File: config.mk
export PLATFORM = sky130hd
export DESIGN_NAME = tz_access_arbiter
export DESIGN_NICKNAME = d
export VERILOG_FILES = /design/src/rtl/tz_access_arbiter.sv
export SDC_FILE = /design/constraint.sdc
export NUM_CORES = 1
export LEC_CHECK = 0
export BUFFER_PORTS_ARGS = -buffer_cell sky130_fd_sc_hd__buf_2
export CAP_MARGIN = 25
export CORE_UTILIZATION = 40
export CTS_BUF_LIST = sky130_fd_sc_hd__clkbuf_16
export DETAILED_ROUTE_END_ITERATION = 6
export PLACE_DENSITY_LB_ADDON = 0.12
export SLEW_MARGIN = 25
export SYNTH_ARGS = -nofsm -noshare
export SYNTH_HDL_FRONTEND = slang
export SYNTH_SLANG_ARGS = --single-unit
File: constraint.sdc
create_clock -name clk -period 1.9 [get_ports clk]
set_input_delay 0.38 -clock clk [delete_from_list [all_inputs] [get_ports clk]]
set_output_delay 0.38 -clock clk [all_outputs]
set_load 0.01 [all_outputs]
File: src/rtl/tz_access_arbiter.sv
// tz_access_arbiter: shares one peripheral write port between a secure and a
// non-secure master. Every forwarded write carries its true security tag, and a
// secure-owned lock turns non-secure requests into counted rejections.
module tz_access_arbiter #(
  parameter int DW          = 32,
  parameter int HOLD_CYCLES = 1,
  parameter int CNT_W       = 8
) (
  input  logic             clk,
  input  logic             rst_n,
  input  logic             s_req,
  input  logic [DW-1:0]    s_data,
  output logic             s_gnt,
  input  logic             ns_req,
  input  logic [DW-1:0]    ns_data,
  output logic             ns_gnt,
  output logic             ns_err,
  input  logic             lock_set,
  input  logic             lock_clr,
  output logic             lock,
  output logic             per_valid,
  output logic [DW-1:0]    per_data,
  output logic             per_ns,
  output logic [CNT_W-1:0] viol_count
);

  // The hold counter runs HOLD_CYCLES-1 down to 0, so 4 bits cover 1..15.
  localparam logic [3:0] HOLD_LOAD = 4'(HOLD_CYCLES - 1);

  typedef enum logic [1:0] {
    IDLE,
    XFER,
    REJECT
  } state_t;

  state_t           state, state_next;
  logic             last_ns, last_ns_next;
  logic [3:0]       hold_cnt, hold_cnt_next;
  logic             lock_next;
  logic             s_gnt_next, ns_gnt_next, ns_err_next;
  logic             per_valid_next, per_ns_next;
  logic [DW-1:0]    per_data_next;
  logic [CNT_W-1:0] viol_next;
  logic             win_ns;

  // State and output registers: every output is a flop, no input-to-output paths.
  always_ff @(posedge clk) begin
    // NOTE: reset is sampled on the clock edge here, so it sits inside the
    // clocked branch rather than in the sensitivity list.
    if (!rst_n) begin
      state      <= IDLE;
      last_ns    <= 1'b1;
      hold_cnt   <= '0;
      lock       <= 1'b0;
      s_gnt      <= 1'b0;
      ns_gnt     <= 1'b0;
      ns_err     <= 1'b0;
      per_valid  <= 1'b0;
      per_ns     <= 1'b0;
      per_data   <= '0;
      viol_count <= '0;
    end else begin
      // NOTE: non-blocking assignments so every register updates from the
      // values present before this edge, independent of statement order.
      state      <= state_next;
      last_ns    <= last_ns_next;
      hold_cnt   <= hold_cnt_next;
      lock       <= lock_next;
      s_gnt      <= s_gnt_next;
      ns_gnt     <= ns_gnt_next;
      ns_err     <= ns_err_next;
      per_valid  <= per_valid_next;
      per_ns     <= per_ns_next;
      per_data   <= per_data_next;
      viol_count <= viol_next;
    end
  end

  // Arbitration, transfer sequencing and next-value computation for all outputs.
  always_comb begin
    // NOTE: every variable gets a default first so no path leaves one
    // unassigned, which would otherwise infer a latch.
    state_next     = state;
    last_ns_next   = last_ns;
    hold_cnt_next  = hold_cnt;
    per_data_next  = per_data;
    per_ns_next    = per_ns;
    per_valid_next = 1'b0;
    s_gnt_next     = 1'b0;
    ns_gnt_next    = 1'b0;
    ns_err_next    = 1'b0;
    viol_next      = viol_count;
    win_ns         = 1'b0;

    // Set has priority; the decision below uses the registered lock only, so a
    // set arriving with a request does not apply to that request.
    lock_next = lock_set ? 1'b1 : (lock_clr ? 1'b0 : lock);

    case (state)
      IDLE: begin
        if (s_req || ns_req) begin
          if (s_req && ns_req) begin
            // Locked ties always go secure; otherwise serve the side not served last.
            win_ns = lock ? 1'b0 : ~last_ns;
          end else begin
            win_ns = ns_req;
          end

          if (win_ns && lock) begin
            // Refused non-secure write: tag/data/round-robin history untouched.
            state_next  = REJECT;
            ns_gnt_next = 1'b1;
            ns_err_next = 1'b1;
            if (viol_count != {CNT_W{1'b1}}) begin
              viol_next = viol_count + 1'b1;
            end
          end else begin
            state_next     = XFER;
            per_data_next  = win_ns ? ns_data : s_data;
            per_ns_next    = win_ns;
            last_ns_next   = win_ns;
            hold_cnt_next  = HOLD_LOAD;
            per_valid_next = 1'b1;
            s_gnt_next     = ~win_ns;
            ns_gnt_next    = win_ns;
          end
        end
      end

      XFER: begin
        // Keep the strobe up until the counter has expired.
        if (hold_cnt == 4'd0) begin
          state_next = IDLE;
        end else begin
          hold_cnt_next  = hold_cnt - 4'd1;
          per_valid_next = 1'b1;
        end
      end

      REJECT: begin
        state_next = IDLE;
      end

      default: begin
        state_next = IDLE;
      end
    endcase
  end

endmodule

Yosys cells after proc, flatten, opt, wreduce, memory -nomap -nowiden
Cells that the tools add are included.
Storage, ports and cells
  output and inout bits: 46
  flip-flop bits (word level): 53
Operators by class
  bitwise logic cells: 6
  $add $sub $neg: 2
  equality and inequality tests: 6
  multiplexer cells: 21
  reduce and logical (&&, ||, !) cells: 13
Operator list (count)
  2-to-1 mux 32 bit: 1
  2-to-1 mux 4 bit: 3
  2-to-1 mux 1 bit: 11
  adder 8 x 1 -> 8 bit, second input constant: 1
  != test 2 bit, second input constant: 4
  != test 8 bit, second input constant: 1
  case mux 4 bit (2 select lines): 1
  AND reduction 4 bit: 2
  2-to-1 mux 2 bit: 3
  inverter 1 bit: 6
  AND reduction 3 bit: 2
  zero test 4 bit: 1
  case mux 2 bit (2 select lines): 1
  nonzero test 2 bit: 2
  OR reduction 4 bit: 1
  subtractor 4 x 1 -> 4 bit, second input constant: 1
  equality test 2 x 1 -> 1 bit, second input constant: 1
  logical AND 1 bit: 2
  zero test 2 bit: 1
  case mux 1 bit (2 select lines): 1
  AND reduction 2 bit: 1
  logical OR 1 bit: 1

Logic depth before layout (Yosys ltp)
Gate-level depths: netlist (run 1).
  depth in word-level cells: 9
  depth in mapped cells: 7
  mapped depth without buffers: 6

Least setup slack after synthesis (run 1)
Ideal clock, no wire load.
  kind: input -> register
  start point: in s_req
  end point: reg viol_count[7]
  required time: 1.785 ns
  arrival: 1.603 ns
  setup slack: 0.182 ns
  stages: 5
  path through: buf_6 > nor4b_4 > nand3_4 > or4b_1 > and3_1
Between the ends
  word-level cells in the longest chain between the ends: 6
  elaborated cells between the ends (all ways): 7
Ends and longest elaborated chain
  from (decl): line 11  | input logic s_req,
  logical AND 1 bit: line 102  | if (s_req && ns_req) begin
  2-to-1 mux 1 bit: line 102
  2-to-1 mux 1 bit: line 101  | if (s_req || ns_req) begin
  2-to-1 mux 1 bit: line 99  | case (state)
  logical AND 1 bit: line 109  | if (win_ns && lock) begin
  AND reduction 4 bit (no line) (*)
  to (signal assigned): line 75  | viol_count <= viol_next;
  to (decl): line 24  | output logic [CNT_W-1:0] viol_count
Every way passes the cells marked *; elsewhere a longest branch is shown, timed or not. The select of a mux whose other input is x is not followed.
A chain may end at the register's enable or synchronous reset.

Worst setup path in the final report (run 1)
  start point: reg state[0]
  end point: reg viol_count[7]
Between the ends
  word-level cells in the longest chain between the ends: 2
Ends and longest elaborated chain
  from (decl): line 36  | state_t state, state_next;
  from (signal assigned): line 65  | state <= state_next;
  zero test 2 bit: line 99
  AND reduction 4 bit (no line)
No other way between the ends.

==> results of run 1 <==
==> cell families (layout without fill, tap and decap cells) <==
group,Yosys count,in the layout,synth area share (%)
and+or+nand+nor,76,76,16.78
xor gates and xnor gates,1,1,0.3826
AOI/OAI and AO/OA,125,125,30.27
DFF,53,53,46.34
adders and majority gates,2,2,1.093
buffers and inverters,29,139,5.136
==> cells in the mapped netlist (3+ instances only) <==
library cell	n
o21ai_0	36
nor2_1	11
and3_1	3
clkbuf_1	18
dfxtp_1	53
nand4_1	4
o21bai_1	3
nand2_1	40
a211oi_1	3
a21oi_1	67
nor3_1	5
o21a_1	4
inv_1	8
==> state kept, by name, summed over array words and instances (netlist names) <==
name and cells:
per_ns 1, s_gnt 1, hold_cnt 4, ns_gnt 1, per_valid 1, viol_count 8
per_data 32, state 2, ns_err 1, lock 1, last_ns 1
==> worst max-delay path, delay by kind of cell, from the launching register on <==
family           cells  cell delay (ns)
DFF                  1             0.36
and+or+nand+nor      4             1.17
==> worst max path at each step <==
stage	to	slack, ns	cells past startpoint
finish	viol_count[7]	0.28	4
global route	viol_count[7]	0.20	4
CTS	viol_count[7]	0.28	4
detailed placement	viol_count[7]	0.16	5
global placement	viol_count[7]	0.18	5
floorplan	viol_count[7]	0.18	5
==> placed cells by master (no fill, tap or decap), drive strengths merged, types with 4 or more instances in the layout <==
master and instances:
a21oi 67, buf 124, clkbuf 5, dfxtp 53
inv 9, nand2 40, nand4 4, nor2 11
nor3 5, o21a 4, o21ai 37
==> layer usage <==
metal	global-route usage, %	vias to the layer above	share of wire [%]
li1	-	1232	-
met1	27.21	1115	46
met2	33.45	81	46
met3	5.882	4	7.6
met4	4.528	0	0.74
met5	0	-	0
==> final cells by class <==
class                           count  area [sq um]  area share [%]
Sequential cell                    53          1061           34.30
Timing Repair Buffer              124         668.1           21.60
Clock inverter                      2         7.507          0.2427
Multi-Input combinational cell    204          1111           35.92
Tap cell                           72         90.09           2.913
Inverter                            8         30.03          0.9709
Clock buffer                        5         125.1           4.045
==> metrics by stage <==
step | std cells | cell area [sq um] | setup slack, ns | power [mW]
after floorplan | 286 | 2290 | 0.1816 | 1.544
after global placement | 461 | 2960 | 0.1826 | 1.776
after detailed placement | 461 | 2960 | 0.1613 | 1.780
after CTS | 468 | 3093 | 0.2783 | 2.609
after global routing | 468 | 3093 | 0.1984 | 2.737
final | 468 | 3093 | 0.2790 | 2.577
==> report_power, final <==
| part | switching (mW) | internal [mW] | leakage, nW |
|---|---|---|---|
| Clock | 0.350 | 0.471 | 0.0685 |
| Combinational | 0.285 | 0.223 | 0.963 |
| Sequential | 0.0463 | 1.20 | 0.437 |
| Total | 0.681 | 1.90 | 1.47 |
==> run_results.csv, run 1 <==
group,metric,value,unit
run_status,outcome,"completed",
synthesis,synth_top_area_share,46.34,%
detailed_routing,first_pass_iters,4,
detailed_routing,drc_errors,0,
floorplan,io_pins,116,
detailed_routing,via_per_inst,5.197,
worst_setup_path,path_class,"reg -> reg",
synthesis,synth_area_leader_cell,"dfxtp_1",
power_and_ir_drop,peakVddDrop,0.4490,mV
detailed_routing,via_count,2432,
floorplan,dieArea,0.006031,sq mm
timing,max_freq,0.6169,GHz
worst_setup_path,end_kind,"flip-flop",
timing,hold_viol,0,
synthesis,synthFlopType,"dfxtp_1",
worst_setup_path,crit_start,"state[0]",
global_routing,grt_overflow,0,
synthesis,yosysWarnings,0,
worst_hold_path,holdPathEnd,"lock",
timing,setup-violations-final,0,
clock_tree,insertion_delay,0.28,ns
timing,tightest_slew,0.4232,ns
worst_setup_path,cp-start-kind,"flip-flop",
timing,slew_headroom,71.73,%
final_layout,nFillCells,535,
synthesis,synthCells,286,
place,io_buffers,115,
floorplan,fp-row-count,27,
final_layout,drive_gt1_share,34.34,%
worst_setup_path,r2r_start,"state[0]",
global_routing,grt_use_total,20.67,%
floorplan,initial_utilization,41.58,%
power_and_ir_drop,leakagePower,1.468,nW
worst_setup_path,arrival,1.79,ns
worst_setup_path,worstReg2RegEnd,"viol_count[7]",
synthesis,ys_async_sr_fraction,0,%
clock_tree,cts.sinks,53,
timing,fin_hold_ws,0.3116,ns
power_and_ir_drop,p_per_area,833.1,mW/mm^2
worst_setup_path,cp_max_fo,6,
final_layout,fin_nets,468,
clock_tree,cts_tree,"yes",
clock_tree,cts_buffers,5,
timing,rsz0062_at_grt,"false",
timing,drv_slew,0,
clock_tree,clkTransAtPathRegs,0.06,ns
worst_setup_path,cpPeakStageDelay,0.48,ns
place,dp_hpwl,4.203,mm
timing,finalCriticalPeriod,1.621,ns
worst_setup_path,slowest_stage,"or4b_1",
clock_tree,cts_resized,0,
global_routing,grt_pass1_vias,2260,
global_routing,grt_pass1_wl,10.10,mm
final_layout,synthToLayoutAreaGrowth,35.08,%
detailed_routing,route.antenna.remaining_nets,0,
worst_hold_path,hold_path.class,"in -> reg",
clock_tree,htreeDepth,2,
clock_tree,post_cts_buffers,0,
synthesis,synth_edf_count,0,
floorplan,die_w,77.66,um
floorplan,fp.coreArea,0.005507,sq mm
synthesis,synth_top_cells_by_area,"dfxtp_1, a21oi_1, o21ai_0, nand2_1, clkbuf_1",
timing,fin_crit_sh,85.32,%
floorplan,die_y,77.66,um
clock_tree,cts-root-buf,"clkbuf_16",
detailed_routing,wl_per_cell,12.79,um
synthesis,syn_area,0.002290,sq mm
synthesis,postSynthAreaPerCell,8.006,sq um
run,cap_viol_max_count,0,
worst_setup_path,critPathRequiredTime,2.07,ns
clock_tree,cts_buffer_depth,2,
worst_hold_path,hold_path.startpoint,"lock_set",
final_layout,n_antenna_cell,0,
clock_tree,postCtsHoldBufs,0,
synthesis,seq_area_frac_synth,46.34,%
global_routing,antenna_found_initial,0,
worst_hold_path,worstHoldPathCells,3,
timing,finalSetupTns,0,ns
worst_setup_path,r2r_cells,4,
final_layout,fin_util,56.17,%
synthesis,ys_ff_latch,53,
detailed_routing,drt-total-wl,5.986,mm
global_routing,grt_max_degree,37,
worst_setup_path,reg2reg_slack,0.28,ns
place,gp_congestion,0.7906,
synthesis,ys_types,39,
detailed_routing,drt_iter0_markers,175,
synthesis,syn_nets,358,
worst_setup_path,crit_chain,"nor4b_4 > nand3_4 > or4b_1 > and3_1",
timing,skew,0.004575,ns
(Power assumes the default switching activity.)
==> run 2: changes to the inputs <==
Settings changed: RECOVER_POWER from default to 100.
==> run_results.csv, run 2 (synthesized netlist as in run 1, its figures left out) <==
group,metric,value,unit
timing,finalSetupTns,0,ns
worst_setup_path,worstReg2RegEnd,"viol_count[7]",
worst_setup_path,cpLargestDelayFamily,"simple AND/OR/NAND/NOR gates",
final_layout,largest_reg_flops,32,
detailed_routing,drt_iter0_markers,127,
floorplan,fp-row-count,27,
worst_setup_path,cpPeakStageDelay,0.48,ns
global_routing,grt_pass1_wl,10.10,mm
clock_tree,htreeDepth,2,
final_layout,n_antenna_cell,0,
detailed_routing,via_per_inst,5.207,
clock_tree,cts_buffers,5,
floorplan,fp.coreArea,0.005507,sq mm
detailed_routing,via_count,2437,
worst_setup_path,r2r_cells,4,
worst_hold_path,hold_path.class,"in -> reg",
timing,max_freq,0.5939,GHz
place,io_buffers,115,
detailed_routing,first_pass_iters,4,
floorplan,die_w,77.66,um
worst_setup_path,crit_start,"state[0]",
global_routing,grt_max_degree,37,
clock_tree,cts_buffer_depth,2,
floorplan,die_y,77.66,um
detailed_routing,route.antenna.remaining_nets,0,
worst_setup_path,end_kind,"flip-flop",
clock_tree,insertion_delay,0.28,ns
final_layout,synthToLayoutAreaGrowth,31.26,%
worst_setup_path,slowest_stage,"or4b_1",
detailed_routing,drt-total-wl,6.017,mm
global_routing,grt_overflow,0,
worst_setup_path,cp_max_fo,6,
worst_setup_path,r2r_start,"state[0]",
final_layout,fin_nets,468,
power_and_ir_drop,peakVddDrop,0.4453,mV
worst_setup_path,cp-endpoint,"viol_count[7]",
run_status,outcome,"completed",
worst_setup_path,crit_buf_inv,0,
clock_tree,clkTransAtPathRegs,0.06,ns
clock_tree,cts_tree,"yes",
place,gp_congestion,0.7906,
clock_tree,cts-root-buf,"clkbuf_16",
global_routing,grt_pass1_vias,2260,
final_layout,largest_register,"per_data",
timing,fin_hold_ws,0.3079,ns
detailed_routing,drc_errors,0,
worst_setup_path,reg2reg_slack,0.22,ns
timing,rsz0062_at_grt,"false",
final_layout,mostFrequentLayoutCell,"buf_2",
global_routing,grt_use_total,20.67,%
final_layout,nFillCells,560,
final_layout,drive_gt1_share,21.97,%
final_layout,regArea,0.001061,sq mm
run,cap_viol_max_count,0,
global_routing,antenna_found_initial,0,
power_and_ir_drop,leakagePower,1.273,nW
timing,drv_slew,0,
clock_tree,post_cts_buffers,0,
worst_setup_path,cp-start-kind,"flip-flop",
timing,setup-violations-final,0,
timing,skew,0.004771,ns
clock_tree,cts.sinks,53,
clock_tree,postCtsHoldBufs,0,
worst_setup_path,path_class,"reg -> reg",
timing,fin_crit_sh,88.63,%
final_layout,multi_input_area,0.001102,sq mm
detailed_routing,wl_per_cell,12.86,um
timing,hold_viol,0,
timing,slew_headroom,33.06,%
final_layout,top_regs,"per_data (32), viol_count (8), hold_cnt (4)",
worst_setup_path,critPathRequiredTime,2.07,ns
floorplan,io_pins,116,
clock_tree,cts_resized,0,
place,dp_hpwl,4.203,mm
worst_setup_path,crit_chain,"nor4b_2 > nand3_4 > or4b_1 > and3_1",
power_and_ir_drop,p_per_area,849.3,mW/mm^2
floorplan,dieArea,0.006031,sq mm
final_layout,final_cell_mix,"buf_2, a21oi_1, dfxtp_1, clkbuf_1, nand2_1",
timing,tightest_slew,1.004,ns
floorplan,initial_utilization,41.58,%
worst_setup_path,path_depth,4,
timing,finalCriticalPeriod,1.684,ns
worst_setup_path,arrival,1.86,ns
## run 2: layout make-up
type / count / share of cell area [%]
Tap cell: 72 / 2.998
Clock inverter: 2 / 0.2498
Multi-Input combinational cell: 204 / 36.68
Clock buffer: 5 / 4.163
Inverter: 8 / 0.9992
Timing Repair Buffer: 124 / 19.61
Sequential cell: 53 / 35.30
## run 2: worst min path at each step
stage / start / to / slack, ns / cells after the start
CTS: lock_set / lock / 0.30 / 3
finish: lock_set / lock / 0.31 / 3
global route: lock_set / lock / 0.32 / 3
global placement: hold_cnt[2] / hold_cnt[2] / 0.47 / 2
detailed placement: hold_cnt[2] / hold_cnt[2] / 0.48 / 2
floorplan: hold_cnt[2] / hold_cnt[2] / 0.45 / 2
## run 2: worst reg2reg max path, delay by kind of cell, from the launching register on
kind          cells  cell delay, ns
simple gates      4            1.24
flops             1            0.35
## run 2: stage by stage
stage	cells	cell area (sq um)	power (mW)	util [%]	worst slack, ns
floorplan	286	2290	1.544	-	0.1816
global placement	461	2960	1.776	53.76	0.1826
detailed placement	461	2960	1.780	53.76	0.1613
CTS	468	3093	2.609	56.17	0.2783
global route	468	3005	2.704	54.58	0.09990
finish	468	3005	2.552	54.58	0.2161
## run 2: routing by layer
| layer | up-vias | routed length [um] | GRT usage [%] | share of wire, % |
|---|---|---|---|---|
| met2 | 76 | 2784 | 33.45 | 46 |
| met4 | 0 | 44 | 4.528 | 0.73 |
| met1 | 1123 | 2843 | 27.21 | 47 |
| li1 | 1234 | - | - | - |
| met5 | - | 0 | 0 | 0 |
| met3 | 4 | 345 | 5.882 | 5.7 |
## run 2: power by group
part	total [mW]	switching, mW	internal, mW	leakage, nW
logic	0.474	0.283	0.191	0.768
clock network	0.829	0.357	0.471	0.0685
registers	1.25	0.0480	1.20	0.437
